File: config.mk
export PLATFORM = sky130hd
export DESIGN_NAME = retire_ctrl_flat
export DESIGN_NICKNAME = d
export VERILOG_FILES = /design/src/rtl/retire_ctrl_if.sv /design/src/rtl/retire_ctrl.sv /design/src/flat_wrapper.sv
export SDC_FILE = /design/constraint.sdc
export NUM_CORES = 1
export LEC_CHECK = 0
export CORE_MARGIN = 3
export CORE_UTILIZATION = 25
export DETAILED_ROUTE_END_ITERATION = 8
export PLACE_DENSITY = 0.56
export SETUP_SLACK_MARGIN = 0.15
export SYNTH_ARGS = -nofsm -noshare
export SYNTH_HDL_FRONTEND = slang
export SYNTH_SLANG_ARGS = --single-unit
File: constraint.sdc
create_clock -name clock -period 4.05 [get_ports clock]
set_input_delay 0.405 -clock clock [delete_from_list [all_inputs] [get_ports clock]]
set_output_delay 0.405 -clock clock [all_outputs]
set_load 0.02 [all_outputs]
File: src/rtl/retire_ctrl_if.sv
// ROB-head, retire-write and store-port signals of the retire controller.
// The master side is the environment (ROB and memory); the slave side is retire_ctrl.
interface retire_ctrl_if #(
  parameter int unsigned COUNT_WIDTH = 32
);
  logic                   rob_head_valid;
  logic                   rob_head_complete;
  logic [4:0]             rob_head_dest;
  logic [63:0]            rob_head_value;
  logic                   rob_head_reg_valid;
  logic                   rob_head_is_store;
  logic [63:0]            rob_head_mem_addr;
  logic                   rob_head_mispredict;
  logic                   mem_ack;
  logic                   rob_retire;
  logic                   retire_valid;
  logic [4:0]             retire_dest;
  logic [63:0]            retire_value;
  logic                   mem_req;
  logic [63:0]            mem_addr;
  logic [63:0]            mem_data;
  logic                   flush;
  logic [COUNT_WIDTH-1:0] retire_count;

  modport master (
    output rob_head_valid, rob_head_complete, rob_head_dest, rob_head_value,
           rob_head_reg_valid, rob_head_is_store, rob_head_mem_addr,
           rob_head_mispredict, mem_ack,
    input  rob_retire, retire_valid, retire_dest, retire_value,
           mem_req, mem_addr, mem_data, flush, retire_count
  );

  modport slave (
    input  rob_head_valid, rob_head_complete, rob_head_dest, rob_head_value,
           rob_head_reg_valid, rob_head_is_store, rob_head_mem_addr,
           rob_head_mispredict, mem_ack,
    output rob_retire, retire_valid, retire_dest, retire_value,
           mem_req, mem_addr, mem_data, flush, retire_count
  );
endinterface

File: src/rtl/retire_ctrl.sv
// Retire controller: commits the ROB head, holds stores until the memory
// write handshake completes, and raises a fixed-length flush on mispredicts.
module retire_ctrl #(
  parameter int unsigned FLUSH_CYCLES = 2,
  parameter int unsigned COUNT_WIDTH  = 32
) (
  input logic         clock,
  input logic         reset,
  retire_ctrl_if.slave bus
);
  localparam int unsigned FCW = $clog2(FLUSH_CYCLES + 1);

  typedef enum logic [1:0] {RUN, ST_WAIT, FLUSH} state_t;

  state_t                 state_q, state_d;
  logic                   retire_valid_q, retire_valid_d;
  logic [4:0]             retire_dest_q, retire_dest_d;
  logic [63:0]            retire_value_q, retire_value_d;
  logic                   mem_req_q, mem_req_d;
  logic [63:0]            mem_addr_q, mem_addr_d;
  logic [63:0]            mem_data_q, mem_data_d;
  logic                   flush_q, flush_d;
  logic [FCW-1:0]         fcnt_q, fcnt_d;
  logic [COUNT_WIDTH-1:0] count_q, count_d;
  logic                   pop;
  logic                   ready;

  assign ready = bus.rob_head_valid & bus.rob_head_complete;

  always_comb begin
    state_d        = state_q;
    retire_valid_d = 1'b0;
    retire_dest_d  = '0;
    retire_value_d = '0;
    mem_req_d      = mem_req_q;
    mem_addr_d     = mem_addr_q;
    mem_data_d     = mem_data_q;
    flush_d        = flush_q;
    fcnt_d         = fcnt_q;
    count_d        = count_q;
    pop            = 1'b0;

    unique case (state_q)
      RUN: begin
        if (ready) begin
          if (bus.rob_head_is_store) begin
            mem_req_d  = 1'b1;
            mem_addr_d = bus.rob_head_mem_addr;
            mem_data_d = bus.rob_head_value;
            state_d    = ST_WAIT;
          end else begin
            pop            = 1'b1;
            count_d        = count_q + COUNT_WIDTH'(1);
            retire_valid_d = bus.rob_head_reg_valid;
            // dest/value stay zero unless a register write actually happens
            if (bus.rob_head_reg_valid) begin
              retire_dest_d  = bus.rob_head_dest;
              retire_value_d = bus.rob_head_value;
            end
            if (bus.rob_head_mispredict) begin
              flush_d = 1'b1;
              fcnt_d  = FCW'(FLUSH_CYCLES);
              state_d = FLUSH;
            end
          end
        end
      end
      ST_WAIT: begin
        if (bus.mem_ack) begin
          pop        = 1'b1;
          count_d    = count_q + COUNT_WIDTH'(1);
          mem_req_d  = 1'b0;
          mem_addr_d = '0;
          mem_data_d = '0;
          state_d    = RUN;
        end
      end
      FLUSH: begin
        if (fcnt_q == FCW'(1)) begin
          flush_d = 1'b0;
          state_d = RUN;
        end else begin
          fcnt_d = fcnt_q - FCW'(1);
        end
      end
      default: state_d = RUN;
    endcase
  end

  always_ff @(posedge clock) begin
    if (reset) begin
      state_q        <= RUN;
      retire_valid_q <= 1'b0;
      retire_dest_q  <= '0;
      retire_value_q <= '0;
      mem_req_q      <= 1'b0;
      mem_addr_q     <= '0;
      mem_data_q     <= '0;
      flush_q        <= 1'b0;
      fcnt_q         <= '0;
      count_q        <= '0;
    end else begin
      state_q        <= state_d;
      retire_valid_q <= retire_valid_d;
      retire_dest_q  <= retire_dest_d;
      retire_value_q <= retire_value_d;
      mem_req_q      <= mem_req_d;
      mem_addr_q     <= mem_addr_d;
      mem_data_q     <= mem_data_d;
      flush_q        <= flush_d;
      fcnt_q         <= fcnt_d;
      count_q        <= count_d;
    end
  end

  assign bus.rob_retire   = pop & ~reset;
  assign bus.retire_valid = retire_valid_q;
  assign bus.retire_dest  = retire_dest_q;
  assign bus.retire_value = retire_value_q;
  assign bus.mem_req      = mem_req_q;
  assign bus.mem_addr     = mem_addr_q;
  assign bus.mem_data     = mem_data_q;
  assign bus.flush        = flush_q;
  assign bus.retire_count = count_q;
endmodule

File: src/flat_wrapper.sv
// flat-port wrapper written by rule: the top's interface ports become plain ports
module retire_ctrl_flat 
#(
  parameter int unsigned FLUSH_CYCLES = 2,
  parameter int unsigned COUNT_WIDTH  = 32
)
  (clock, reset, bus_rob_head_valid, bus_rob_head_complete, bus_rob_head_dest, bus_rob_head_value, bus_rob_head_reg_valid, bus_rob_head_is_store, bus_rob_head_mem_addr, bus_rob_head_mispredict, bus_mem_ack, bus_rob_retire, bus_retire_valid, bus_retire_dest, bus_retire_value, bus_mem_req, bus_mem_addr, bus_mem_data, bus_flush, bus_retire_count);
  retire_ctrl_if #(.COUNT_WIDTH(COUNT_WIDTH)) bus_i ();
  input logic clock;
  input logic reset;
  input wire logic [$bits(bus_i.rob_head_valid)-1:0] bus_rob_head_valid;
  input wire logic [$bits(bus_i.rob_head_complete)-1:0] bus_rob_head_complete;
  input wire logic [$bits(bus_i.rob_head_dest)-1:0] bus_rob_head_dest;
  input wire logic [$bits(bus_i.rob_head_value)-1:0] bus_rob_head_value;
  input wire logic [$bits(bus_i.rob_head_reg_valid)-1:0] bus_rob_head_reg_valid;
  input wire logic [$bits(bus_i.rob_head_is_store)-1:0] bus_rob_head_is_store;
  input wire logic [$bits(bus_i.rob_head_mem_addr)-1:0] bus_rob_head_mem_addr;
  input wire logic [$bits(bus_i.rob_head_mispredict)-1:0] bus_rob_head_mispredict;
  input wire logic [$bits(bus_i.mem_ack)-1:0] bus_mem_ack;
  output wire logic [$bits(bus_i.rob_retire)-1:0] bus_rob_retire;
  output wire logic [$bits(bus_i.retire_valid)-1:0] bus_retire_valid;
  output wire logic [$bits(bus_i.retire_dest)-1:0] bus_retire_dest;
  output wire logic [$bits(bus_i.retire_value)-1:0] bus_retire_value;
  output wire logic [$bits(bus_i.mem_req)-1:0] bus_mem_req;
  output wire logic [$bits(bus_i.mem_addr)-1:0] bus_mem_addr;
  output wire logic [$bits(bus_i.mem_data)-1:0] bus_mem_data;
  output wire logic [$bits(bus_i.flush)-1:0] bus_flush;
  output wire logic [$bits(bus_i.retire_count)-1:0] bus_retire_count;
  assign bus_i.rob_head_valid = bus_rob_head_valid;
  assign bus_i.rob_head_complete = bus_rob_head_complete;
  assign bus_i.rob_head_dest = bus_rob_head_dest;
  assign bus_i.rob_head_value = bus_rob_head_value;
  assign bus_i.rob_head_reg_valid = bus_rob_head_reg_valid;
  assign bus_i.rob_head_is_store = bus_rob_head_is_store;
  assign bus_i.rob_head_mem_addr = bus_rob_head_mem_addr;
  assign bus_i.rob_head_mispredict = bus_rob_head_mispredict;
  assign bus_i.mem_ack = bus_mem_ack;
  assign bus_rob_retire = bus_i.rob_retire;
  assign bus_retire_valid = bus_i.retire_valid;
  assign bus_retire_dest = bus_i.retire_dest;
  assign bus_retire_value = bus_i.retire_value;
  assign bus_mem_req = bus_i.mem_req;
  assign bus_mem_addr = bus_i.mem_addr;
  assign bus_mem_data = bus_i.mem_data;
  assign bus_flush = bus_i.flush;
  assign bus_retire_count = bus_i.retire_count;
  retire_ctrl #(.FLUSH_CYCLES(FLUSH_CYCLES), .COUNT_WIDTH(COUNT_WIDTH)) u_core (.clock(clock), .reset(reset), .bus(bus_i));
endmodule
After elaboration in Yosys (flattened, before gate mapping)
Index checks and enable logic that the tools add are counted.
{"block": "totals", "reg_bits": 236, "out_inout_bits": 233, "elab_cells": 73}
{"block": "op_classes", "add_sub_neg": 2, "n_eq_ne": 11, "mux": 34, "bitwise": 6, "n_reduce_logical": 10}
{"operator": "two-way mux 64 bit", "count": 5}
{"operator": "case mux 64 bit (2 select lines)", "count": 2}
{"operator": "two-way mux 32 bit", "count": 3}
{"operator": "case mux 32 bit (2 select lines)", "count": 1}
{"operator": "adder 32 x 1 -> 32 bit, second input constant", "count": 1}
{"operator": "two-way mux 2 bit", "count": 8}
{"operator": "AND reduction 4 bit", "count": 3}
{"operator": "two-way mux 1 bit", "count": 10}
{"operator": "inequality test 2 bit, second input constant", "count": 5}
{"operator": "AND reduction 5 bit", "count": 2}
{"operator": "case mux 1 bit (2 select lines)", "count": 3}
{"operator": "case mux 2 bit (3 select lines)", "count": 1}
{"operator": "OR reduction 5 bit", "count": 1}
{"operator": "equality test 2 x 1 -> 1 bit, second input constant", "count": 2}
{"operator": "inequality test 2 x 1 -> 1 bit, second input constant", "count": 2}
{"operator": "NOT 1 bit", "count": 4}
{"operator": "case mux 2 bit (2 select lines)", "count": 1}
{"operator": "nonzero test 2 bit", "count": 2}
{"operator": "OR reduction 4 bit", "count": 1}
{"operator": "inequality test 3 bit, second input constant", "count": 1}
{"operator": "AND 1 bit", "count": 2}
{"operator": "equality test 2 bit, second input constant", "count": 1}
{"operator": "logical NOT 2 bit", "count": 1}
{"operator": "subtractor 2 x 1 -> 2 bit, second input constant", "count": 1}

Depth between registers and ports, before layout
Gate-level depths: netlist of run 1.
{"block": "logic_depth", "depth_word": 4, "mapped_depth": 8, "mapped_depth_nobuf": 6}

Worst setup path before layout of run 1
No wires, ideal clock.
{"block": "synth_timing", "kind": "register to register", "start": "register u_core.count_q[0] (netlist: u_core.bus.retire_count[0])", "end": "register u_core.count_q[22] (netlist: u_core.bus.retire_count[22])", "setup_ps": 71, "arrival_ps": 2151, "t_required_ps": 3979, "setup_slack_ps": 1828, "path_stages_with_launch": 8, "n_path_buf": 2, "synth_period_minus_slack_ps": 2222, "cell_sequence": "dfxtp_1 > ha_1 > nand4b_4 > or3b_1 > clkbuf_1 > buf_2 > or4_1 > a21oi_1"}
{"block": "synth_via", "elab_chain_len": 4, "word_cells_on_any_way": 5, "cone_classes": "add/sub (1); mux (4)"}
{"element": "start, declared", "line_no": "retire_ctrl.sv:24", "text": "logic [COUNT_WIDTH-1:0] count_q, count_d;"}
{"element": "start signal, assigned", "line_no": "retire_ctrl.sv:112", "text": "count_q <= count_d;"}
{"element": "adder 32 x 1 -> 32 bit (*)", "line_no": "retire_ctrl.sv:53, retire_ctrl.sv:71"}
{"element": "two-way mux 32 bit", "line_no": "retire_ctrl.sv:46", "text": "if (bus.rob_head_is_store) begin"}
{"element": "two-way mux 32 bit", "line_no": "retire_ctrl.sv:45", "text": "if (ready) begin"}
{"element": "case mux 32 bit (2 select lines) (*)", "line_no": "retire_ctrl.sv:43", "text": "unique case (state_q)"}
Mark *: on every way between the ends. The rest lies on a longest branch, timed or not. The select of a mux whose other input is x is not followed.
A chain may end at the register's enable or synchronous reset.

Final worst setup path of run 1
{"block": "layout_timing", "start": "register u_core.state_q[0]", "end": "output bus_rob_retire"}
{"block": "layout_via", "elab_chain_len": 3, "word_cells_on_any_way": 4, "cone_classes": "eq/ne (1); mux (1); bitwise (1); reduce/logical (1)"}
{"element": "start, declared", "line_no": "retire_ctrl.sv:15", "text": "state_t state_q, state_d;"}
{"element": "start signal, assigned", "line_no": "retire_ctrl.sv:103", "text": "state_q <= state_d;"}
{"element": "equality test 2 x 1 -> 1 bit / logical NOT 2 bit (equally long branches)", "line_no": "retire_ctrl.sv:43"}
{"element": "case mux 1 bit (2 select lines) (*)", "line_no": "retire_ctrl.sv:43"}
{"element": "AND 1 bit (*)", "line_no": "retire_ctrl.sv:116", "text": "assign bus.rob_retire = pop & ~reset;"}
{"element": "end, declared", "line_no": "flat_wrapper.sv:20", "text": "output wire logic [$bits(bus_i.rob_retire)-1:0] bus_rob_retire;"}
Mark *: on every way between the ends. The rest lies on a longest branch, timed or not.

==> results of run 1 <==
cell usage after synthesis, types with 4 or more instances:
| cell | n |
|---|---|
| a211oi_1 | 4 |
| a21oi_1 | 25 |
| a22oi_1 | 129 |
| and2_1 | 72 |
| clkbuf_1 | 59 |
| dfxtp_1 | 236 |
| inv_1 | 7 |
| mux2_2 | 4 |
| nand2_1 | 15 |
| nand3_1 | 9 |
| nand4_1 | 6 |
| nor2_1 | 145 |
| nor2b_1 | 5 |
| nor4_1 | 4 |
| o21ai_0 | 7 |
| o31ai_1 | 18 |
| or3_1 | 4 |
| or4_1 | 19 |
| xnor2_1 | 6 |
final cells by class:
class / instances / area (um^2) / area share
diodes: 1 / 2.50 / 0.000193
clock buffers: 41 / 788 / 0.0607
clock inverters: 6 / 113 / 0.00867
inverters: 7 / 26.3 / 0.00202
multi-input cells: 499 / 3030 / 0.234
flip-flops and latches: 236 / 4720 / 0.364
well taps: 402 / 503 / 0.0387
repair buffers: 378 / 3790 / 0.292
per-stage QoR:
stage          area, um^2  cells  setup slack [ps]  hold slack, ps  utilization
2_1_floorplan        8040    807              1830             468            -
3_3_place_gp        12100   1522              1330             467        0.382
3_5_place_dp        12100   1522              1300             480        0.382
4_1_cts             13000   1569              1060             373        0.410
5_1_grt             13000   1570               866             408        0.410
6_report            13000   1570              1090             389        0.410
power groups by stage:
stage	Combinational, mW	Clock (mW)	Sequential, mW
final	0.500	2.48	2.41
after global placement	0.504	0	2.45
after detailed placement	0.506	0	2.46
after CTS	0.508	2.56	2.41
after floorplan	0.145	0	2.51
after global routing	0.538	2.65	2.41
registers in the layout, indices dropped and copies added, names as in the netlist:
name and flops:
u_core.bus.mem_data 64, u_core.state_q 2, u_core.bus.mem_addr 64, u_core.bus.retire_value 64, u_core.bus.flush 1, u_core.bus.retire_valid 1, u_core.bus.retire_dest 5, u_core.bus.retire_count 32
u_core.bus.mem_req 1, u_core.fcnt_q 2
metal layers:
layer	up-vias	share of wire	GRT usage
li1	3547	-	-
met1	3376	0.42	0.184
met2	293	0.48	0.249
met3	41	0.077	0.0381
met4	0	0.030	0.0501
met5	-	0	0
worst max path at each step:
stage | startpoint | to | slack [ps]
CTS | u_core.state_q[0]$_SDFFE_PP0P_ | bus_rob_retire | 1060
floorplan | u_core.bus.retire_count[0]$_SDFFE_PP0P_ | u_core.bus.retire_count[22]$_SDFFE_PP0P_ | 1830
global placement | bus_rob_head_is_store | bus_rob_retire | 1330
global route | u_core.state_q[0]$_SDFFE_PP0P_ | bus_rob_retire | 870
detailed placement | bus_rob_head_is_store | bus_rob_retire | 1300
finish | u_core.state_q[0]$_SDFFE_PP0P_ | bus_rob_retire | 1090
cell families after synthesis:
group / synth area share
compound gates: 0.170
xor+xnor: 0.00654
fa+ha+maj: 0.00311
buf+inv: 0.0369
flops: 0.588
mux: 0.00685
simple gates: 0.189
==> out/metrics.yaml, run 1 <==
grt:
  antenna_found_initial: 1
  overflow: 0
  grt_pass1_vias: 6932
  grt_max_degree: 131
  grt_usage: 0.148
  grt_first_pass_wirelength_mm: 40.4
power:
  irDropWorstVdd_v: 0.000266
  power.internal_mw: 4.16
  leakage_nw: 4.60
  power_density_nw_per_um2: 414
  p_switching_mw: 1.22
  comb_power_share: 0.093
  totalPowerFinal_mw: 5.38
  seq_power_share: 0.447
  swShare: 0.227
  clock_power_share: 0.460
sta:
  worst_slew_pin_slew_ps: 799
  final-setup-viol-count: 0
  period_needed_ps: 2960
  finalMaxSlewViolations: 0
  fmax_mhz: 338
  final.setup.tns_ps: 0
  rsz0062_at_grt: "false"
  finClkSkew_ps: 13.4
  fin_crit_sh: 0.730
  timing_hold_violations_final: 0
  max_slew_margin: 0.468
floorplanning:
  initial_core_util: 0.254
  dieHeight_um: 185
  ios: 374
  dieWidth_um: 185
  row_count: 65
  core_area_um2: 31600
  dieArea_um2: 34300
route:
  vias: 7257
  ant_nets: 0
  wl_per_cell_um: 17.4
  first_pass_iters: 4
  remaining_drc_errors: 0
  vias_per_cell: 4.62
  drt_iter0_markers: 432
  wl_mm: 27.3
critical_path:
  critPathTopFamily: "buffers and inverters"
  cp_slowest_stage_delay_ps: 620
  r2r_setup_slack_ps: 1710
  critPathSlowestCell: "clkdlybuf4s50_1"
  arrival_ps: 2550
  crit_fanout: 11
  cp_num_cells: 4
  regToRegEndpoint: "u_core.bus.retire_count[25]$_SDFFE_PP0P_"
  crit_chain: "nand2_1 > a21oi_1 > nor2b_1 > clkdlybuf4s50_1"
  startpoint_type: "flip-flop"
  worstSetupEndpointType: "output pin"
  r2r_cells: 4
  r2r-start: "u_core.state_q[0]$_SDFFE_PP0P_"
  worst-setup-path-type: "reg2out"
  cp_data_required_time_ps: 3640
  path_buf_inv: 1
yosys:
  synth_edf_count: 0
  syn_area_per_cell_um2: 9.96
  yosys_warnings: 0
  synth_top_cell_by_area: "dfxtp_1"
  postSynthCellCount: 807
  syn_area_um2: 8040
  async_flop_share: 0
  syn_nets: 950
  synth_cell_types: 38
  synth_area_leaders: "dfxtp_1 (59%), a22oi_1 (12%), nor2_1 (6.8%)"
  ys.flop_type: "dfxtp_1"
  synth-seq-cells: 236
  yosysSeqAreaShare: 0.588
  synth.top_cell.area_share: 0.588
clock_network:
  hold_buffers: 0
  cts_buffer_depth: 3
  cts_setup_buffers: 0
  clock_sinks: 236
  clock_latency_ps: 530
  root_buffer: "clkbuf_16"
  cts_buffers: 27
  cts_max_level: 1
  clk_pin_slew_ps: 60
  cts_resized: 0
  cts_tree: "built"
final_layout:
  layout-drive-gt1-share: 0.0471
  layout_commonest_cell: "clkdlybuf4s50_1"
  layout_common_cells: "clkdlybuf4s50_1 (372), dfxtp_1 (236), nor2_1 (145), a22oi_1 (129), and2_1 (72)"
  nNetsFinal: 1292
  fill_cells: 3058
  synthToLayoutAreaGrowth_pct: 61.6
placed_design:
  gp_congestion: 0.758
  port_buffers: 373
  dpl.hpwl_mm: 18.4
min_path:
  min_from: "reset"
  hold_class: "in2reg"
  hold_end: "u_core.bus.retire_count[1]$_SDFFE_PP0P_"
  min_delay_path_depth: 2
run:
  maxCapViolCount: 0
outcome:
  status: "complete, no violations"
Note: power is estimated with default switching activity, not from simulation.
==> run 2, diff against run 1 <==
==> constraint.sdc (replaced) <==
create_clock -name clock -period 2.95 [get_ports clock]
set_input_delay 0.295 -clock clock [delete_from_list [all_inputs] [get_ports clock]]
set_output_delay 0.295 -clock clock [all_outputs]
set_load 0.02 [all_outputs]
==> out/metrics.yaml, run 2 (synthesis gave the netlist of run 1 again) <==
outcome:
  status: "complete, no violations"
critical_path:
  crit_chain: "nand4bb_4 > a21oi_1 > nor2b_1 > clkdlybuf4s50_1"
  arrival_ps: 2330
  r2r-start: "u_core.bus.retire_count[0]$_SDFFE_PP0P_"
  r2r_cells: 5
  startpoint_type: "flip-flop"
  crit_start: "u_core.state_q[0]$_SDFFE_PP0P_"
  cp_slowest_stage_delay_ps: 610
  critPathTopFamily: "buffers and inverters"
  cp_data_required_time_ps: 2650
  worstSetupEndpointType: "output pin"
  cp_num_cells: 4
  worst-setup-path-type: "reg2out"
  critPathSlowestCell: "clkdlybuf4s50_1"
  crit_fanout: 10
  path_buf_inv: 1
final_layout:
  stdcell_count: 1574
  layout_commonest_cell: "clkdlybuf4s50_1"
  fill_cells: 3111
  layout_common_cells: "clkdlybuf4s50_1 (372), dfxtp_1 (235), nor2_1 (145), a22oi_1 (129), and2_1 (72)"
  nNetsFinal: 1295
  seq_area_um2: 4730
  synthToLayoutAreaGrowth_pct: 62.0
  multi_input_area_um2: 3040
  layout-drive-gt1-share: 0.0512
route:
  wl_per_cell_um: 17.4
  vias: 7288
  vias_per_cell: 4.63
  drt_iter0_markers: 364
  first_pass_iters: 7
  wl_mm: 27.4
  ant_nets: 0
  remaining_drc_errors: 0
sta:
  max_slew_margin: 0.536
  timing_hold_violations_final: 0
  final-setup-viol-count: 0
  finClkSkew_ps: 11.5
  worst_hold_slack_ps: 101
  worst_slew_pin_slew_ps: 696
  period_needed_ps: 2620
  final.setup.tns_ps: 0
  fmax_mhz: 381
  fin_crit_sh: 0.889
  rsz0062_at_grt: "false"
  finalMaxSlewViolations: 0
clock_network:
  cts_tree: "built"
  cts_setup_buffers: 0
  clock_sinks: 236
  cts_buffers: 27
  cts_buffer_depth: 3
  clk_pin_slew_ps: 60
  root_buffer: "clkbuf_16"
  cts_max_level: 1
  clock_latency_ps: 530
grt:
  grt_pass1_vias: 7058
  grt_max_degree: 99
  grt_first_pass_wirelength_mm: 40.8
  overflow: 0
  antenna_found_initial: 1
  grt_usage: 0.149
floorplanning:
  ios: 374
  core_area_um2: 31600
  dieArea_um2: 34300
  row_count: 65
  dieWidth_um: 185
  initial_core_util: 0.254
  dieHeight_um: 185
min_path:
  min_from: "reset"
  hold_class: "in2reg"
  min_delay_path_depth: 2
placed_design:
  gp_congestion: 0.778
  dp_cells: 1525
  port_buffers: 373
  dpl.hpwl_mm: 18.9
power:
  power_density_nw_per_um2: 554
  irDropWorstVdd_v: 0.000473
  leakage_nw: 4.61
run:
  maxCapViolCount: 0
-- run 2: cell types whose count changed in the layout (fill, tap and decap cells not counted), sizes merged --
cell	previous run	this run
clkbuf	41	42
clkinvlp	0	1
clkinv	2	3
bufinv	3	1
buf	6	9
-- run 2: layout make-up --
type,instances,area share
Clock buffer,42,0.0609
Inverter,7,0.00202
Antenna cell,1,0.000192
Multi-Input combinational cell,499,0.233
Timing Repair Buffer,381,0.297
Clock inverter,6,0.00471
Tap cell,402,0.0387
Sequential cell,236,0.363
-- run 2: metrics by stage --
step / instance area (um^2) / setup slack, ps / util / power (mW)
6_report: 13000 / 328 / 0.411 / 7.21
5_1_grt: 13000 / 199 / 0.411 / 7.52
4_1_cts: 13000 / 195 / 0.411 / 7.34
3_5_place_dp: 12200 / 307 / 0.384 / 4.08
3_3_place_gp: 12200 / 384 / 0.384 / 4.07
2_1_floorplan: 8040 / 728 / - / 3.65
-- run 2: power breakdown --
part	internal (mW)	switching, mW	leakage, nW
combinational	0.370	0.330	2.28
clock	1.92	1.29	0.417
sequential	3.26	0.0398	1.91
-- run 2: repair_timing --
item | in CTS | in global routing
resized for setup | 1 | 1
setup endpoints to repair | 1 | 1
hold buffers | 0 | 0
endpoints found under the hold margin | 0 | 0
-- run 2: metal layers --
metal | track usage | wire (um)
met1 | 0.188 | 11600
met2 | 0.248 | 13000
met5 | 0 | 0
met3 | 0.0440 | 2290
met4 | 0.0387 | 585
-- run 2: final timing paths --
| kind | end | slack, ps |
|---|---|---|
| setup / recovery | bus_rob_retire | 330 |
| hold / removal | u_core.bus.retire_count[1]$_SDFFE_PP0P_ | 100 |
| setup reg to reg | u_core.bus.retire_count[26]$_SDFFE_PP0P_ | 620 |
| hold reg to reg | u_core.bus.mem_req$_SDFFE_PP0P_ | 480 |
